## config.mk

```make
export PLATFORM = sky130hd
export DESIGN_NAME = inst_decode_ctrl
export DESIGN_NICKNAME = d
export VERILOG_FILES = /design/src/rtl/inst_decode_ctrl.sv
export SDC_FILE = /design/constraint.sdc
export NUM_CORES = 1
export LEC_CHECK = 0
export CAP_MARGIN = 20
export CORE_MARGIN = 5
export CORE_UTILIZATION = 25
export CTS_CLUSTER_SIZE = 25
export DETAILED_ROUTE_END_ITERATION = 6
export DONT_BUFFER_PORTS = 1
export SETUP_SLACK_MARGIN = 0.15
export SYNTH_ARGS = -nofsm -noshare
export SYNTH_HDL_FRONTEND = slang
export SYNTH_SLANG_ARGS = --single-unit
```

## constraint.sdc

```tcl
create_clock -name clk -period 2 [get_ports clk]
set_input_delay 0.4 -clock clk [delete_from_list [all_inputs] [get_ports clk]]
set_output_delay 0.4 -clock clk [all_outputs]
set_load 0.01 [all_outputs]
```

## src/rtl/inst_decode_ctrl.sv

```systemverilog
// Multi-cycle instruction decode controller: latches one instruction per handshake and
// walks it through DECODE/EXEC/WB, presenting immediate fields, register addresses and enables.
module inst_decode_ctrl #(
    parameter int DataSize   = 32,
    parameter int AddrSize   = 5,
    parameter int ExecCycles = 1
) (
    input  logic                clk,
    input  logic                rst,
    input  logic                inst_valid,
    output logic                inst_ready,
    input  logic [DataSize-1:0] inst,
    output logic [4:0]          imm_5bit,
    output logic [13:0]         imm_14bit,
    output logic [14:0]         imm_15bit,
    output logic [19:0]         imm_20bit,
    output logic [23:0]         imm_24bit,
    output logic [2:0]          imm_select,
    output logic [AddrSize-1:0] rt_addr,
    output logic [AddrSize-1:0] ra_addr,
    output logic [AddrSize-1:0] rb_addr,
    output logic [4:0]          alu_op,
    output logic                src2_is_imm,
    output logic                enable_execute,
    output logic                enable_writeback,
    output logic                illegal,
    output logic                busy
);

    localparam int CntW = (ExecCycles > 1) ? $clog2(ExecCycles) : 1;
    localparam logic [CntW-1:0] CntLast = CntW'(ExecCycles - 1);

    typedef enum logic [1:0] {
        S_IDLE   = 2'd0,
        S_DECODE = 2'd1,
        S_EXEC   = 2'd2,
        S_WB     = 2'd3
    } state_t;

    state_t              state_q, state_d;
    logic [CntW-1:0]     cnt_q, cnt_d;
    logic [DataSize-1:0] ir_q;
    logic [2:0]          imm_sel_q, dec_sel;
    logic [4:0]          alu_op_q, dec_alu;
    logic                src2_q, dec_src2;
    logic                wr_rt_q, dec_wr;
    logic                illegal_q, dec_ill;
    logic                accept;

    assign accept = inst_valid && (state_q == S_IDLE);

    always_comb begin
        dec_sel  = 3'b000;
        dec_alu  = 5'b00000;
        dec_src2 = 1'b0;
        dec_wr   = 1'b0;
        dec_ill  = 1'b0;
        case (ir_q[30:25])
            6'b100000: begin
                dec_alu = ir_q[4:0];
                dec_wr  = 1'b1;
                // Shift/rotate-immediate subops take the 5-bit shift amount as operand 2
                if (ir_q[4:0] == 5'b01000 || ir_q[4:0] == 5'b01001 || ir_q[4:0] == 5'b01011)
                    dec_src2 = 1'b1;
            end
            6'b101000: begin dec_sel = 3'b001; dec_alu = 5'b00000; dec_src2 = 1'b1; dec_wr = 1'b1; end
            6'b101100: begin dec_sel = 3'b010; dec_alu = 5'b00100; dec_src2 = 1'b1; dec_wr = 1'b1; end
            6'b101011: begin dec_sel = 3'b010; dec_alu = 5'b00011; dec_src2 = 1'b1; dec_wr = 1'b1; end
            6'b100010: begin dec_sel = 3'b011; dec_alu = 5'b11111; dec_src2 = 1'b1; dec_wr = 1'b1; end
            6'b100110: dec_sel = 3'b100;
            6'b100100: dec_sel = 3'b101;
            default:   dec_ill = 1'b1;
        endcase
    end

    always_comb begin
        state_d = state_q;
        cnt_d   = cnt_q;
        case (state_q)
            S_IDLE:   if (inst_valid) state_d = S_DECODE;
            S_DECODE: begin
                state_d = S_EXEC;
                cnt_d   = '0;
            end
            S_EXEC: begin
                if (cnt_q == CntLast) state_d = S_WB;
                else                  cnt_d   = cnt_q + 1'b1;
            end
            default:  state_d = S_IDLE;
        endcase
    end

    always_ff @(posedge clk) begin
        if (rst) begin
            state_q   <= S_IDLE;
            cnt_q     <= '0;
            ir_q      <= '0;
            imm_sel_q <= '0;
            alu_op_q  <= '0;
            src2_q    <= 1'b0;
            wr_rt_q   <= 1'b0;
            illegal_q <= 1'b0;
        end else begin
            state_q <= state_d;
            cnt_q   <= cnt_d;
            if (accept) begin
                ir_q      <= inst;
                illegal_q <= 1'b0;
            end
            // Decoded controls are captured once and held stable through WB
            if (state_q == S_DECODE) begin
                imm_sel_q <= dec_sel;
                alu_op_q  <= dec_alu;
                src2_q    <= dec_src2;
                wr_rt_q   <= dec_wr;
                illegal_q <= dec_ill;
            end
        end
    end

    assign imm_5bit         = ir_q[14:10];
    assign imm_14bit        = ir_q[13:0];
    assign imm_15bit        = ir_q[14:0];
    assign imm_20bit        = ir_q[19:0];
    assign imm_24bit        = ir_q[23:0];
    assign rt_addr          = ir_q[24:20];
    assign ra_addr          = ir_q[19:15];
    assign rb_addr          = ir_q[14:10];
    assign imm_select       = imm_sel_q;
    assign alu_op           = alu_op_q;
    assign src2_is_imm      = src2_q;
    assign illegal          = illegal_q;
    assign inst_ready       = (state_q == S_IDLE);
    assign busy             = (state_q != S_IDLE);
    assign enable_execute   = (state_q == S_EXEC) && !illegal_q;
    assign enable_writeback = (state_q == S_WB) && wr_rt_q && !illegal_q;

endmodule

```

==> flow_summary.toml <==
[sta]
hold_viol = 0
fin_ws_ps = 387.8
max_slew.worst_pin.slew_ps = 621.6
rsz0062_at_grt = "false"
max_freq_ghz = 0.6203
period_needed_ps = 1612
drv_slew = 0
setup_tns_ps = 0
slew_headroom = 0.5850
finalSetupViolCount = 0
period_share = 0.8061
skew_ps = 11.51

[worst_setup_path]
worstRegToRegCells = 6
path_buf_inv = 2
critical_path_depth = 3
endpoint_kind = "output pin"
critPathRequiredTime_ps = 1600
arrival_ps = 1210
cp_slowest_cell = "dfxtp_1"
worst-setup-path-type = "reg2out"
cpMostUsedCell = "inv_1"
cp_max_fo = 5
startpoint_type = "flop"
slowest_delay_ps = 390
path_cells = "inv_1, ha_1, inv_1"
cpLargestDelayFamily = "flip-flops"

[worst_hold_path]
hold_class = "in2reg"
holdPathStages = 1

[detailed_routing]
drc = 0
drt-initial-drc-count = 63
wire_per_inst_um = 15.65
ant_nets = 0
dr.pass1.iters = 4
dr_total_vias = 1568
viasPerCell = 4.308
wl_um = 5695

[grt]
gr-usage-all-layers = 0.08539
grt_pass1_vias = 1577
grt_overflow = 0
antenna_found_initial = 0
grt_pass1_wl_um = 8390
grt_max_degree = 45

[clocking]
cts.htree.levels = 2
clock-root-buffer = "clkbuf_8"
path_clk_slew_ps = 90
cts_setup_buffers = 0
tritoncts = "yes"
cts_hold_buf = 0
cts_sinks = 44
clkLatencyLatePin_ps = 300
cts_buffers = 5
cts_resized = 0
cts.path.max_buffers = 2

[floorplan]
start_util = 0.2541
core-area_sq_mm = 0.01023
chipHeight_um = 112.0
ios = 142
num_rows = 37
dieArea_sq_mm = 0.01254
die_w_um = 112.0

[synthesis]
yosys.area.top_type = "dfxtp_1"
syn_area_sq_mm = 0.002600
ys_seq_area_frac = 0.3388
ys_ff_latch = 44
netlist_instances = 322
syn-num-nets = 362
yosys-top-cells-area = "dfxtp_1, buf_4, nand2_1"
synth_warnings = 0
synth.avg_cell_area_sq_um = 8.075
yosys.area.top_type_share = 0.3388
synth.distinct_cells = 33

[placement]
portBuffers = 0
place_congestion = 0.7747
place_ws_ps = 417.3
hpwl_um = 4157

[flow_run]
drv_cap = 0

[power]
p_int_mw = 1.399
switching_power_mw = 0.7406
power_density_mw_per_mm2 = 1004
ir_drop_uv = 292.6
clockPowerShare = 0.273
combPwrFrac = 0.191
p_sw_frac = 0.3462
p_seq_frac = 0.536
p_leak_nw = 0.7428

[cells_and_area]
drive_gt1_frac = 0.1009
layout_common_cells = "nand2_1, dfxtp_1, a21oi_1"
num_antenna_cells = 0
syn_to_final_growth_pct = -18.05
fin_nets = 267
nFillCells = 1140
layout_commonest_cell = "nand2_1"

[outcome]
status = "finished clean"
[state kept, by name, indices dropped and copies added, names as in the netlist]
register,flops
wr_rt_q,1
src2_is_imm,1
ir_q,31
imm_select,3
illegal,1
alu_op,5
state_q,2
[cells in the mapped netlist (all sizes together)]
master,count
or4bb,1
o2111ai,2
o21ai,1
o22a,1
nand2b,7
ha,5
nor2,11
or2,1
nand4b,3
nand2,67
buf,97
or2b,1
or4b,1
or3b,1
a21o,1
inv,3
and2,1
a21oi,40
a311oi,3
nor4b,1
nor4,1
nand3b,1
nand3,4
a211oi,2
nor2b,3
a31oi,1
xnor2,2
clkbuf,14
dfxtp,44
mux2i,2
[layout make-up]
cell class                      count  area [sq um]  share of cell area
Clock buffer                        8         90.09             0.04228
Tap cell                          136         170.2             0.07986
Multi-Input combinational cell    164         898.4              0.4216
Timing Repair Buffer                9         80.08             0.03758
Sequential cell                    44         880.8              0.4134
Inverter                            3         11.26            0.005285
[final timing paths]
check	startpoint	end	slack [ps]
max	state_q[0]	busy	390
min	rst	ir_q[7]	160
max reg2reg	state_q[0]	illegal	410
min reg2reg	ir_q[29]	ir_q[29]	470
[power groups by stage]
stage                     clock network [mW]  registers [mW]  logic (mW)
after floorplan                            0            1.05       0.663
after global placement                     0            1.17       0.397
after detailed placement                   0            1.17       0.418
after CTS                              0.619            1.15       0.418
after global routing                   0.650            1.17       0.460
final                                  0.584            1.15       0.408
[logic make-up after synthesis]
kind of cell,count (synthesis),synth area share
buffers and inverters,114,0.3157
flip-flops,44,0.3388
AND/OR/NAND/NOR,104,0.1901
multiplexers,2,0.007700
adder cells (fa/ha/maj),5,0.02406
AO/OA/AOI/OAI,51,0.1169
XOR/XNOR,2,0.006738
[stage by stage]
| step | area, sq um | power [mW] | util | hold slack (ps) | instances |
|---|---|---|---|---|---|
| after floorplan | 2600 | 1.715 | - | 436.7 | 322 |
| after global placement | 2041 | 1.566 | 0.1995 | 454.6 | 356 |
| after detailed placement | 2041 | 1.591 | 0.1995 | 463.3 | 356 |
| after CTS | 2131 | 2.190 | 0.2083 | 148.5 | 364 |
| after global routing | 2131 | 2.280 | 0.2083 | 139.6 | 364 |
| final | 2131 | 2.139 | 0.2083 | 158.5 | 364 |
[metal layers]
layer / vias to the layer above / wire, um / track usage / part of all wire
met1: 729 / 2075 / 0.08509 / 0.36
met2: 83 / 2995 / 0.1563 / 0.53
met5: - / 0 / 0 / 0
met3: 2 / 609 / 0.04457 / 0.11
met4: 0 / 14 / 0.02163 / 0.0025
li1: 754 / - / - / -
Note: power is estimated with default switching activity, not from simulation.
==> RTL change, RTL diff (config.mk and constraints unchanged) <==
Re-encode `state_t` (4 states) as one-hot, 4 bits wide.
--- a/src/rtl/inst_decode_ctrl.sv
+++ b/src/rtl/inst_decode_ctrl.sv
@@ -31,9 +31,9 @@
     localparam logic [CntW-1:0] CntLast = CntW'(ExecCycles - 1);
 
-    typedef enum logic [1:0] {
-        S_IDLE   = 2'd0,
-        S_DECODE = 2'd1,
-        S_EXEC   = 2'd2,
-        S_WB     = 2'd3
+    typedef enum logic [3:0] {
+        S_IDLE   = 4'b0001,
+        S_DECODE = 4'b0010,
+        S_EXEC   = 4'b0100,
+        S_WB     = 4'b1000
     } state_t;
 
Check against the original RTL: same outputs for any inputs over 10 cycles, from zero or initial values and one cycle with rst high; not proved beyond that.
==> RTL change against the original RTL <==
Sequential cell count grew 2; final area shrank 1.3%; wire length shrank 6.6%; die area shrank 1.8%; area after synthesis shrank 2.0%; worst setup slack lost 0.18 ns; count of clock-buffer cells in the layout shrank 2; critical path type unchanged.
Power is not compared: it rests on default switching activity, and its combinational part moved more than twofold at a synthesized area within 25%.
==> RTL change: results (changes against the original RTL) <==
| Metric | Value |
|---|---|
| Fraction of area in multi-input gates | `41.1% (was 42.2%)` |
| Register area | `925 µm² (was 881 µm²)` |
| DR vias/cell | `4.30 (was 4.31)` |
| Final worst path period share | `89.6% (was 80.6%)` |
| Slew HR | `57.2% (was 58.5%)` |
| Setup WS pre-CTS | `0.286 ns (was 0.417 ns)` |
| Number of global-route vias before repair | `1511 (was 1577)` |
| Reg-to-Reg End | `alu_op[3] (was illegal)` |
| Clkbuf count | `6 (was 8)` |
| Sink Count | `46 (was 44)` |
| Logic inverters | `2 (was 3)` |
| Critical Path Fanout Max | `9 (was 5)` |
| Yosys cell types | `39 (was 33)` |
| CP Launch Point | `state_q[0] (unchanged)` |
| Synth cell count leaders | `buf_4, nand2_1, dfxtp_1 (unchanged)` |
| Syn_nets | `357 (was 362)` |
| Arr. time, crit path | `1.39 ns (was 1.21 ns)` |
| Status | `completed (unchanged)` |
| Non-clock buffers | `8 (was 9)` |
| Fraction of layout cells with a size suffix above 1 | `11.0% (was 10.1%)` |
| Global-route wire length before repair | `8220 µm (was 8390 µm)` |
| Dpl cell area | `2000 µm² (was 2040 µm²)` |
| Hold Path End | `ir_q[4] (was ir_q[7])` |
| WL/cell | `14.8 µm (was 15.6 µm)` |
| Clock-cell share of area | `3.81% (was 4.23%)` |
| Critical Path Sink | `enable_execute (was busy)` |
| Final GP Congestion | `0.742 (was 0.775)` |
| Sequential-to-total area share from yosys stat | `36.1% (was 33.9%)` |
[RTL change: critical path, cell delays in order, from the launching register on]
cell,delay [ns]
dfxtp_1,0.38
or4_4,0.57
nor2_4,0.15
[RTL change: metal layers]
metal / track usage, % / up-vias / share of wire [%]
li1: - / 767 / -
met1: 8.11 / 698 / 35
met2: 15.8 / 81 / 54
met3: 4.20 / 2 / 11
met4: 2.05 / 0 / 0.038
met5: 0 / - / 0
[RTL change: through the flow]
step	instances	hold slack (ns)
2_1_floorplan	322	0.437
4_1_cts	360	0.149
3_5_place_dp	352	0.471
5_1_grt	360	0.147
3_3_place_gp	352	0.467
6_report	360	0.166
[RTL change: logic make-up (layout without fill, tap and decap cells)]
group / count (synthesis) / after routing / share of synthesized area, %
xor+xnor: 2 / 2 / 0.687
mux: 1 / 1 / 0.442
buf+inv: 112 / 17 / 30.7
simple gates: 111 / 111 / 20.8
compound gates: 50 / 50 / 11.3
flops: 46 / 46 / 36.1
